`src/rtl/cv32e40p_pkg.sv`:
```
// Shared types for the register-file write-back arbiter: buffered LSU return entry
// and default FIFO depth.
package cv32e40p_pkg;

  localparam int RF_WB_DEPTH_DEFAULT = 2;
  localparam int RF_WB_AW_MAX        = 6;
  localparam int RF_WB_DW_MAX        = 32;

  typedef struct packed {
    logic [RF_WB_AW_MAX-1:0] waddr;
    logic [RF_WB_DW_MAX-1:0] wdata;
    logic [RF_WB_DW_MAX-1:0] wdata_hi;
    logic                    pair;
  } rf_wb_entry_t;

  // A 64-bit pair may only target an even base register.
  function automatic logic rf_wb_pair_ok(input rf_wb_entry_t e);
    return e.pair & ~e.waddr[0];
  endfunction

endpackage

```
`src/rtl/cv32e40p_rf_wb_fifo.sv`:
```
// Synchronous FIFO of buffered LSU returns; pointers wrap modulo DEPTH and a
// push is accepted when full only if the head pops in the same cycle.
module cv32e40p_rf_wb_fifo
  import cv32e40p_pkg::*;
#(
  parameter int DEPTH = RF_WB_DEPTH_DEFAULT
) (
  input  logic         clk,
  input  logic         rst_n,
  input  logic         push,
  input  rf_wb_entry_t push_data,
  input  logic         pop,
  output logic         full,
  output logic         empty,
  output rf_wb_entry_t head
);

  localparam int PTR_W = (DEPTH > 1) ? $clog2(DEPTH) : 1;
  localparam int CNT_W = $clog2(DEPTH + 1);

  rf_wb_entry_t     mem_r [DEPTH];
  logic [PTR_W-1:0] wr_ptr_r;
  logic [PTR_W-1:0] rd_ptr_r;
  logic [CNT_W-1:0] count_r;
  logic             do_push_s;
  logic             do_pop_s;

  function automatic logic [PTR_W-1:0] ptr_inc(input logic [PTR_W-1:0] p);
    if (p == PTR_W'(DEPTH - 1)) begin
      return '0;
    end else begin
      return p + PTR_W'(1);
    end
  endfunction

  assign full      = (count_r == CNT_W'(DEPTH));
  assign empty     = (count_r == '0);
  assign head      = mem_r[rd_ptr_r];
  assign do_pop_s  = pop & ~empty;
  assign do_push_s = push & (~full | do_pop_s);

  // Pointer, occupancy and storage update.
  always_ff @(posedge clk or negedge rst_n) begin
    if (!rst_n) begin
      wr_ptr_r <= '0;
      rd_ptr_r <= '0;
      count_r  <= '0;
      for (int i = 0; i < DEPTH; i++) begin
        mem_r[i] <= '0;
      end
    end else begin
      if (do_push_s) begin
        mem_r[wr_ptr_r] <= push_data;
        wr_ptr_r        <= ptr_inc(wr_ptr_r);
      end
      if (do_pop_s) begin
        rd_ptr_r <= ptr_inc(rd_ptr_r);
      end
      case ({do_push_s, do_pop_s})
        2'b10:   count_r <= count_r + CNT_W'(1);
        2'b01:   count_r <= count_r - CNT_W'(1);
        default: count_r <= count_r;
      endcase
    end
  end

endmodule

```
`src/rtl/cv32e40p_rf_wb_arbiter.sv`:
```
// Write-back arbiter feeding the two register-file write ports, with a buffered
// LSU return FIFO and a pending-load scoreboard for RAW/WAW hazard detection.
module cv32e40p_rf_wb_arbiter
  import cv32e40p_pkg::*;
#(
  parameter int ADDR_WIDTH = 5,
  parameter int DATA_WIDTH = 32,
  parameter int DEPTH      = RF_WB_DEPTH_DEFAULT
) (
  input  logic                  clk,
  input  logic                  rst_n,
  input  logic                  ex_we_i,
  input  logic [ADDR_WIDTH-1:0] ex_waddr_i,
  input  logic [DATA_WIDTH-1:0] ex_wdata_i,
  output logic                  ex_stall_o,
  input  logic                  apu_we_i,
  input  logic [ADDR_WIDTH-1:0] apu_waddr_i,
  input  logic [DATA_WIDTH-1:0] apu_wdata_i,
  input  logic                  lsu_valid_i,
  output logic                  lsu_ready_o,
  input  logic                  lsu_pair_i,
  input  logic [ADDR_WIDTH-1:0] lsu_waddr_i,
  input  logic [DATA_WIDTH-1:0] lsu_wdata_i,
  input  logic [DATA_WIDTH-1:0] lsu_wdata_hi_i,
  input  logic                  pend_set_i,
  input  logic                  pend_pair_i,
  input  logic [ADDR_WIDTH-1:0] pend_addr_i,
  input  logic [ADDR_WIDTH-1:0] raddr_a_i,
  input  logic [ADDR_WIDTH-1:0] raddr_b_i,
  input  logic [ADDR_WIDTH-1:0] raddr_c_i,
  output logic                  hazard_a_o,
  output logic                  hazard_b_o,
  output logic                  hazard_c_o,
  output logic                  we_a_o,
  output logic [ADDR_WIDTH-1:0] waddr_a_o,
  output logic [DATA_WIDTH-1:0] wdata_a_o,
  output logic                  we_b_o,
  output logic [ADDR_WIDTH-1:0] waddr_b_o,
  output logic [DATA_WIDTH-1:0] wdata_b_o,
  output logic [DATA_WIDTH-1:0] wdata_b1_o,
  output logic                  instr64_oe_o
);

  localparam int NUM_REGS = 2 ** ADDR_WIDTH;

  rf_wb_entry_t          push_entry_s;
  rf_wb_entry_t          fifo_head_s;
  logic                  fifo_full_s;
  logic                  fifo_empty_s;
  logic                  fifo_push_s;
  logic                  fifo_pop_s;
  logic                  fifo_wr_s;
  logic                  unused_head_s;
  logic [ADDR_WIDTH-1:0] head_waddr_s;

  logic [NUM_REGS-1:0]   pend_q;
  logic [NUM_REGS-1:0]   pend_next_s;
  logic [NUM_REGS-1:0]   set_mask_s;
  logic [NUM_REGS-1:0]   clr_mask_s;
  logic                  drain_q;
  logic [ADDR_WIDTH-1:0] drain_addr_q;
  logic                  drain_pair_q;

  assign push_entry_s.waddr    = RF_WB_AW_MAX'(lsu_waddr_i);
  assign push_entry_s.wdata    = RF_WB_DW_MAX'(lsu_wdata_i);
  assign push_entry_s.wdata_hi = RF_WB_DW_MAX'(lsu_wdata_hi_i);
  assign push_entry_s.pair     = lsu_pair_i;

  assign head_waddr_s  = fifo_head_s.waddr[ADDR_WIDTH-1:0];
  assign unused_head_s = ^fifo_head_s;

  // APU owns port B whenever it writes; the FIFO head only pops on idle cycles.
  assign fifo_pop_s  = ~apu_we_i & ~fifo_empty_s;
  assign fifo_wr_s   = fifo_pop_s & (head_waddr_s != '0);
  assign lsu_ready_o = ~fifo_full_s | fifo_pop_s;
  assign fifo_push_s = lsu_valid_i & lsu_ready_o;

  cv32e40p_rf_wb_fifo #(
    .DEPTH (DEPTH)
  ) u_fifo (
    .clk       (clk),
    .rst_n     (rst_n),
    .push      (fifo_push_s),
    .push_data (push_entry_s),
    .pop       (fifo_pop_s),
    .full      (fifo_full_s),
    .empty     (fifo_empty_s),
    .head      (fifo_head_s)
  );

  assign ex_stall_o = ex_we_i & pend_q[ex_waddr_i];
  assign we_a_o     = rst_n & ex_we_i & ~ex_stall_o;
  assign waddr_a_o  = ex_waddr_i;
  assign wdata_a_o  = ex_wdata_i;

  // Port B mux: APU first, then FIFO head (x0 destinations are dropped).
  always_comb begin
    we_b_o       = 1'b0;
    waddr_b_o    = '0;
    wdata_b_o    = '0;
    wdata_b1_o   = '0;
    instr64_oe_o = 1'b0;
    if (apu_we_i) begin
      we_b_o    = rst_n;
      waddr_b_o = apu_waddr_i;
      wdata_b_o = apu_wdata_i;
    end else if (fifo_pop_s) begin
      we_b_o       = fifo_wr_s;
      waddr_b_o    = head_waddr_s;
      wdata_b_o    = fifo_head_s.wdata[DATA_WIDTH-1:0];
      wdata_b1_o   = fifo_head_s.wdata_hi[DATA_WIDTH-1:0];
      instr64_oe_o = fifo_wr_s & rf_wb_pair_ok(fifo_head_s);
    end else begin
      we_b_o = 1'b0;
    end
  end

  assign hazard_a_o = pend_q[raddr_a_i];
  assign hazard_b_o = pend_q[raddr_b_i];
  assign hazard_c_o = pend_q[raddr_c_i];

  // Scoreboard next state: set wins over the delayed clear; bit 0 stays clear.
  always_comb begin
    set_mask_s = '0;
    clr_mask_s = '0;
    if (pend_set_i) begin
      set_mask_s[pend_addr_i] = 1'b1;
      if (pend_pair_i) begin
        set_mask_s[pend_addr_i + ADDR_WIDTH'(1)] = 1'b1;
      end else begin
        set_mask_s = set_mask_s;
      end
    end else begin
      set_mask_s = '0;
    end
    if (drain_q) begin
      clr_mask_s[drain_addr_q] = 1'b1;
      if (drain_pair_q) begin
        clr_mask_s[drain_addr_q + ADDR_WIDTH'(1)] = 1'b1;
      end else begin
        clr_mask_s = clr_mask_s;
      end
    end else begin
      clr_mask_s = '0;
    end
    pend_next_s    = (pend_q & ~clr_mask_s) | set_mask_s;
    pend_next_s[0] = 1'b0;
  end

  // Clear lags the FIFO write by a cycle: latch RF data is readable only after that edge.
  always_ff @(posedge clk or negedge rst_n) begin
    if (!rst_n) begin
      pend_q       <= '0;
      drain_q      <= 1'b0;
      drain_addr_q <= '0;
      drain_pair_q <= 1'b0;
    end else begin
      pend_q       <= pend_next_s;
      drain_q      <= fifo_wr_s;
      drain_addr_q <= head_waddr_s;
      drain_pair_q <= instr64_oe_o;
    end
  end

`ifndef SYNTHESIS
  a_pair_aligned: assert property (@(posedge clk) disable iff (!rst_n)
    !(fifo_pop_s && fifo_head_s.pair && fifo_head_s.waddr[0]))
    else $error("odd-address pair load written as base word only");

  a_apu_not_pending: assert property (@(posedge clk) disable iff (!rst_n)
    !(apu_we_i && pend_q[apu_waddr_i]))
    else $error("APU write targets a register with a pending load");
`endif

endmodule
```
`config.mk`:
```
export PLATFORM = sky130hd
export DESIGN_NAME = cv32e40p_rf_wb_arbiter
export DESIGN_NICKNAME = d
export VERILOG_FILES = /design/src/rtl/cv32e40p_pkg.sv /design/src/rtl/cv32e40p_rf_wb_fifo.sv /design/src/rtl/cv32e40p_rf_wb_arbiter.sv
export SDC_FILE = /design/constraint.sdc
export NUM_CORES = 1
export LEC_CHECK = 0
export ABC_CLOCK_PERIOD_IN_PS = 1600
export BUFFER_PORTS_ARGS = -buffer_cell sky130_fd_sc_hd__buf_2
export CAP_MARGIN = 20
export CORE_MARGIN = 2
export CORE_UTILIZATION = 47
export CTS_CLUSTER_DIAMETER = 30
export CTS_CLUSTER_SIZE = 14
export DETAILED_ROUTE_END_ITERATION = 6
export PLACE_DENSITY = 0.79
export RECOVER_POWER = 50
export SKIP_CTS_REPAIR_TIMING = 1
export SLEW_MARGIN = 40
export SYNTH_ARGS = -nofsm -noshare
export SYNTH_HDL_FRONTEND = slang
export SYNTH_SLANG_ARGS = --single-unit
```
`constraint.sdc`:
```
create_clock -name clk -period 1.6 [get_ports clk]
set_input_delay 0.16 -clock clk [delete_from_list [all_inputs] [get_ports clk]]
set_output_delay 0.16 -clock clk [all_outputs]
set_load 0.02 [all_outputs]
```
# [Word-level counts from Yosys, hierarchy flattened]
# Cells that the tools add are included.
[classes] addsub=6 magnitude_cmp=15 n_eq_ne=3 mux=39 bitwise=24 reduce_logical=8
[ops] cell="2-to-1 mux 32 bit" n=8
[ops] cell="2-to-1 mux 70 bit" n=3
[ops] cell="bitwise mux 142 bit" n=1
[ops] cell="bitwise OR 32 bit" n=3
[ops] cell="demux 71 bit (select 1 bit)" n=1
[ops] cell="2-to-1 mux 71 bit" n=1
[ops] cell="< comparator 5 x 6 -> 1 bit (second input constant)" n=8
[ops] cell="bitwise AND 32 bit" n=1
[ops] cell="NOT 32 bit" n=1
[ops] cell="binary-select mux 1 bit (select 5 bit)" n=4
[ops] cell="demux 1 bit (select 5 bit)" n=4
[ops] cell=">= comparator 5 x 1 -> 1 bit (second input constant)" n=4
[ops] cell="2-to-1 mux 1 bit" n=14
[ops] cell="adder 5 x 1 -> 5 bit (second input constant)" n=2
[ops] cell="bitwise AND 1 bit" n=10
[ops] cell="2-to-1 mux 5 bit" n=2
[ops] cell="logical AND 1 bit" n=5
[ops] cell="NOT 1 bit" n=5
[ops] cell="nonzero test 5 bit" n=1
[ops] cell="== test 2 bit (second input constant)" n=2
[ops] cell=">= comparator 2 bit (second input constant)" n=2
[ops] cell="NOT 1 -> 2 bit" n=2
[ops] cell="one-hot mux 2 bit (2 select lines)" n=1
[ops] cell="adder 1 bit (second input constant)" n=2
[ops] cell="7 further kinds" n=8
[totals] ff_bits=184 inputBits=171 out_inout_bits=114 wordCells=110

# [Logic depth before layout (Yosys ltp)]
[logic_depth] ltp_word=11 mapped_depth=8 ltp_nobuf=7

# [By module]
# Synthesis repeated with hierarchy kept, for this count alone.
[unflattened] cells_unflattened=853 area_unflattened_um2=10236.1
[modules_own_cells] module="cv32e40p_rf_wb_fifo" n_inst=1 cells_per_inst=405 area_per_inst_um2=6392.4 seq_area_each_um2=3653.5
[modules_own_cells] module="cv32e40p_rf_wb_arbiter" n_inst=1 cells_per_inst=448 area_per_inst_um2=3843.7 seq_area_each_um2=950.9

# [Worst setup path after synthesis]
# OpenSTA, ideal clock, no wires.
[synth_path] kind="reg2reg" startpoint="reg u_fifo.count_r[0]" endpoint="reg drain_pair_q" setup_time_ns=0.205 arrival_time_ns=1.796 required_time_ns=1.395 slack_ns=-0.400 stages_incl_launch_ff=6 n_path_buf=2 period_less_slack_ns=2.000 cell_sequence="dfrtp_1 nor2_1 or2_2 clkbuf_1 clkbuf_1 nor4_1"
[synth_via] elab_chain_cells=7
[synth_lines] item="from (decl)" line="cv32e40p_rf_wb_fifo.sv:24" rtl="logic [CNT_W-1:0] count_r;"
[synth_lines] item="from (signal assigned)" line="cv32e40p_rf_wb_fifo.sv:60" rtl="2'b10: count_r <= count_r + CNT_W'(1);"
[synth_lines] item="from (signal assigned)" line="cv32e40p_rf_wb_fifo.sv:61" rtl="2'b01: count_r <= count_r - CNT_W'(1);"
[synth_lines] item="from (signal assigned)" line="cv32e40p_rf_wb_fifo.sv:62" rtl="default: count_r <= count_r;"
[synth_lines] item="logical NOT 2 bit *" line="cv32e40p_rf_wb_fifo.sv:37" rtl="assign empty = (count_r == '0);"
[synth_lines] item="NOT 1 bit *" line="cv32e40p_rf_wb_arbiter.sv:73" rtl="assign fifo_pop_s = ~apu_we_i & ~fifo_empty_s;"
[synth_lines] item="bitwise AND 1 bit *" line="cv32e40p_rf_wb_arbiter.sv:73"
[synth_lines] item="bitwise AND 1 bit" line="cv32e40p_rf_wb_arbiter.sv:74" rtl="assign fifo_wr_s = fifo_pop_s & (head_waddr_s != '0);"
[synth_lines] item="bitwise AND 1 bit" line="cv32e40p_rf_wb_arbiter.sv:112" rtl="instr64_oe_o = fifo_wr_s & rf_wb_pair_ok(fifo_head_s);"
[synth_lines] item="2-to-1 mux 1 bit *" line="cv32e40p_rf_wb_arbiter.sv:107" rtl="end else if (fifo_pop_s) begin"
[synth_lines] item="2-to-1 mux 1 bit *" line="cv32e40p_rf_wb_arbiter.sv:103" rtl="if (apu_we_i) begin"
[synth_lines] item="via instr64_oe_o" line="cv32e40p_rf_wb_arbiter.sv:41" rtl="output logic instr64_oe_o"
[synth_lines] item="to (signal assigned)" line="cv32e40p_rf_wb_arbiter.sv:161" rtl="drain_pair_q <= instr64_oe_o;"
[synth_lines] item="to (decl)" line="cv32e40p_rf_wb_arbiter.sv:62" rtl="logic drain_pair_q;"
# The timed path passes the listed nets; every way through them passes the cells marked *.
# A chain may end at the register's enable or synchronous reset.

# [Worst setup path in the final report]
[layout_path] startpoint="reg pend_q[29]" endpoint="out ex_stall_o"
[layout_via] elab_chain_cells=3
[layout_lines] item="from (decl)" line="cv32e40p_rf_wb_arbiter.sv:56" rtl="logic [NUM_REGS-1:0] pend_q;"
[layout_lines] item="from (signal assigned)" line="cv32e40p_rf_wb_arbiter.sv:158" rtl="pend_q <= pend_next_s;"
[layout_lines] item="binary-select mux 1 bit (select 5 bit)" line="cv32e40p_rf_wb_arbiter.sv:91" rtl="assign ex_stall_o = ex_we_i & pend_q[ex_waddr_i];"
[layout_lines] item="2-to-1 mux 1 bit (implied by the code)" line="cv32e40p_rf_wb_arbiter.sv:91"
[layout_lines] item="bitwise AND 1 bit" line="cv32e40p_rf_wb_arbiter.sv:91"
[layout_lines] item="to (decl)" line="cv32e40p_rf_wb_arbiter.sv:15" rtl="output logic ex_stall_o,"
# No other way between the ends. The select of a mux whose other input is x is not followed.

==> metrics.cfg <==
[outcome]
run_status=complete, but fails checks
violations=setup timing

[critical_path]
r2r_slack_ns=-0.36
critPathCaptureType=output pin
r2r-end=u_fifo.mem_r[91]
reg2reg_depth=7
timing_worst_setup_path_type=reg -> out
cp_max_fo=5
worstPathRequired_ns=1.44
worstPathArrival_ns=2.31
r2r_start=u_fifo.count_r[1]
startpoint_type=flop

[sta]
finalSetupViolations=219
slew_headroom_pct=29.73
worst_pin_slew_ns=1.054
skew_ns=0.01082
setup_ws_ns=-0.8701
fmax_mhz=404.8
rsz0062_at_grt=yes
final-max-slew-violation-count=0
min_period_ns=2.470
hold_viol=0
fin_crit_sh_pct=154.4

[logic_synthesis]
syn-num-nets=970
synth-seq-cells=182
syn_area_um2=9656
yosysUniqueCellTypes=44
yosys_warnings=0
avgSynthCellArea_um2=12.10
ys_seq_area_share_pct=47.17
synth_cells=798

[clock_tree]
cts_buffers=17
cts_tree=done
cts_sinks=182
h-tree-depth=4
cts.clk_slew.worst_paths_ns=0.07
clock_latency_ns=0.45
clockRootBuffer=clkbuf_16
cts.path.max_buffers=2

[placed_design]
dpl-instance-area_um2=11780
dpl.hpwl_mm=18.58
numPortBuffers=220
pre_cts_ws_ns=-0.4624
gp_congestion=0.9203

[floorplanning]
row_count=52
die_w_um=147.3
floorplan.core_area_um2=20170
dieArea_um2=21710
start_util_pct=47.87
io_pins=285
die_h_um=147.3

[cells_and_area]
fin_util_pct=75.25
area_delta_synth_final_pct=57.19
fin_area_um2=15180
drive_gt1_share_pct=56.04
nets=1310

[worst_hold_path]
hold-path-cell-count=3
worstHoldStart=pend_addr_i[3]
hp-class=in -> reg
whs_endpoint=pend_q[2]

[drt]
drt_iter0_drc=612
avgRoutedWirePerCell_um=25.57
drtPass1Iterations=5
vias_per_cell=6.063
drc=0
antenna_left=0
wl_mm=36.38
via_count=8628

[power_and_ir_drop]
ir_drop_mv=1.229
power_mw=31.91
p_leak_nw=7.015
p_per_area_nw_per_um2=2102

[global_route]
grt_util_all_layers_pct=23.57
grt_pass1_wl_mm=40.27
grt-ovfl-total=0
grt_pass1_vias=7631
grt_start_max_net_pins=82
antenna_found_initial=2

[flow_run]
maxCapViolCount=0

-- area by class of cell --
type                    instances  area [um2]
well taps                     270       337.8
fillers                      1116        4992
flip-flops and latches        182        4563
repair buffers                406        3720
diodes                          2       5.005
clock buffers                  18       439.2
clock inverters                14       186.4
multi-input cells             524        5899
inverters                       7       26.28
-- worst max-delay path by stage --
stage / start / end / slack, ns / cells past startpoint
2_1_floorplan: pend_q[29] / ex_stall_o / -0.20 / 4
3_3_place_gp: raddr_c_i[0] / hazard_c_o / -0.45 / 5
3_5_place_dp: raddr_a_i[0] / hazard_a_o / -0.46 / 5
4_1_cts: pend_q[28] / ex_stall_o / -0.88 / 5
5_1_grt: pend_q[30] / we_a_o / -0.91 / 5
6_report: pend_q[29] / ex_stall_o / -0.87 / 5
-- power breakdown --
part	switching, mW	total (mW)	leakage [nW]	internal (mW)
Sequential	2.58	9.52	2.09	6.94
Combinational	7.64	17.8	4.62	10.2
Clock	2.12	4.56	0.303	2.43
-- kinds of logic (layout without fill, tap and decap cells) --
kind of cell | count (synthesis) | in the layout | share of synthesized area [%]
other | 0 | 2 | 0
muxes | 259 | 259 | 32.94
adders and majority gates | 1 | 1 | 0.1296
AOI/OAI and AO/OA | 124 | 124 | 7.581
xor gates and xnor gates | 4 | 4 | 0.3629
and+or+nand+nor | 134 | 136 | 6.492
buffers and inverters | 94 | 445 | 5.326
DFF | 182 | 182 | 47.17
-- per-stage QoR --
stage	hold WS, ns	setup TNS, ns	cells
floorplan	-0.1356	-12.56	798
global placement	0.2560	-7.049	1268
detailed placement	0.2633	-8.095	1268
CTS	-0.1975	-41.59	1300
global route	0.09751	-75.86	1423
finish	0.09703	-66.71	1423
-- registers in the layout, indices dropped and copies added (netlist names) --
name and cells:
u_fifo.mem_r 140, u_fifo.wr_ptr_r 1, drain_pair_q 1, u_fifo.rd_ptr_r 1
drain_q 1, pend_q 31, u_fifo.count_r 2, drain_addr_q 5
-- routing by layer --
metal,wire length (um),vias to the layer above,share of wire (%),track usage (%)
li1,-,3570,-,-
met1,13630,4432,37,29.98
met2,18970,507,52,39.09
met3,2437,119,6.7,5.839
met4,1344,0,3.7,9.087
met5,0,-,0,0
-- cells in the mapped netlist --
master / n / share of area, %
and3b_1: 1 / 0.091
ha_1: 1 / 0.13
nor2b_1: 6 / 0.39
a31oi_1: 1 / 0.065
a211oi_1: 1 / 0.078
nor2_1: 36 / 1.4
clkbuf_1: 29 / 1.1
mux2_2: 150 / 17
o31ai_1: 8 / 0.62
or2_2: 7 / 0.45
a21bo_2: 1 / 0.10
a2bb2oi_1: 1 / 0.091
and4b_1: 1 / 0.10
dfrtp_1: 182 / 47
buf_2: 15 / 0.78
a22o_1: 4 / 0.36
o221ai_1: 10 / 0.91
nand4b_1: 1 / 0.091
buf_1: 5 / 0.19
nand2b_1: 9 / 0.58
a21oi_1: 4 / 0.21
nand3_1: 5 / 0.26
inv_1: 7 / 0.27
nor3_1: 5 / 0.26
nand2_1: 49 / 1.9
a21o_1: 1 / 0.078
o211ai_1: 2 / 0.16
nand4_1: 1 / 0.065
o21ai_0: 83 / 4.3
or3_1: 2 / 0.13
nor4_1: 2 / 0.13
and3_1: 4 / 0.26
buf_4: 38 / 3.0
mux4_2: 32 / 7.5
mux2i_1: 77 / 8.0
xnor2_1: 3 / 0.27
nand3b_1: 2 / 0.16
o2111ai_1: 1 / 0.091
and2_1: 2 / 0.13
or3b_2: 1 / 0.091
a22oi_1: 2 / 0.16
a221o_1: 1 / 0.10
o22ai_1: 4 / 0.26
xor2_1: 1 / 0.091
-- placed cells by master (no fill, tap or decap), types with 32 or more instances in the layout --
cell type | Yosys | layout
o21ai_0 | 83 | 49
buf_6 | 0 | 64
buf_2 | 15 | 142
clkbuf_16 | 0 | 33
mux4_2 | 32 | 32
mux2_4 | 0 | 148
dfrtp_1 | 182 | 177
dlygate4sd3_1 | 0 | 71
buf_4 | 38 | 80
mux2i_1 | 77 | 42
nand2_1 | 49 | 47
-- critical path, cell delays in order (launching register included) --
cell and delay [ns]:
dfrtp_1 0.45, mux4_2 0.49, mux2_4 0.27, a221o_1 0.38, and3_4 0.17, buf_6 0.12
Power figures use the tool's default switching activity.
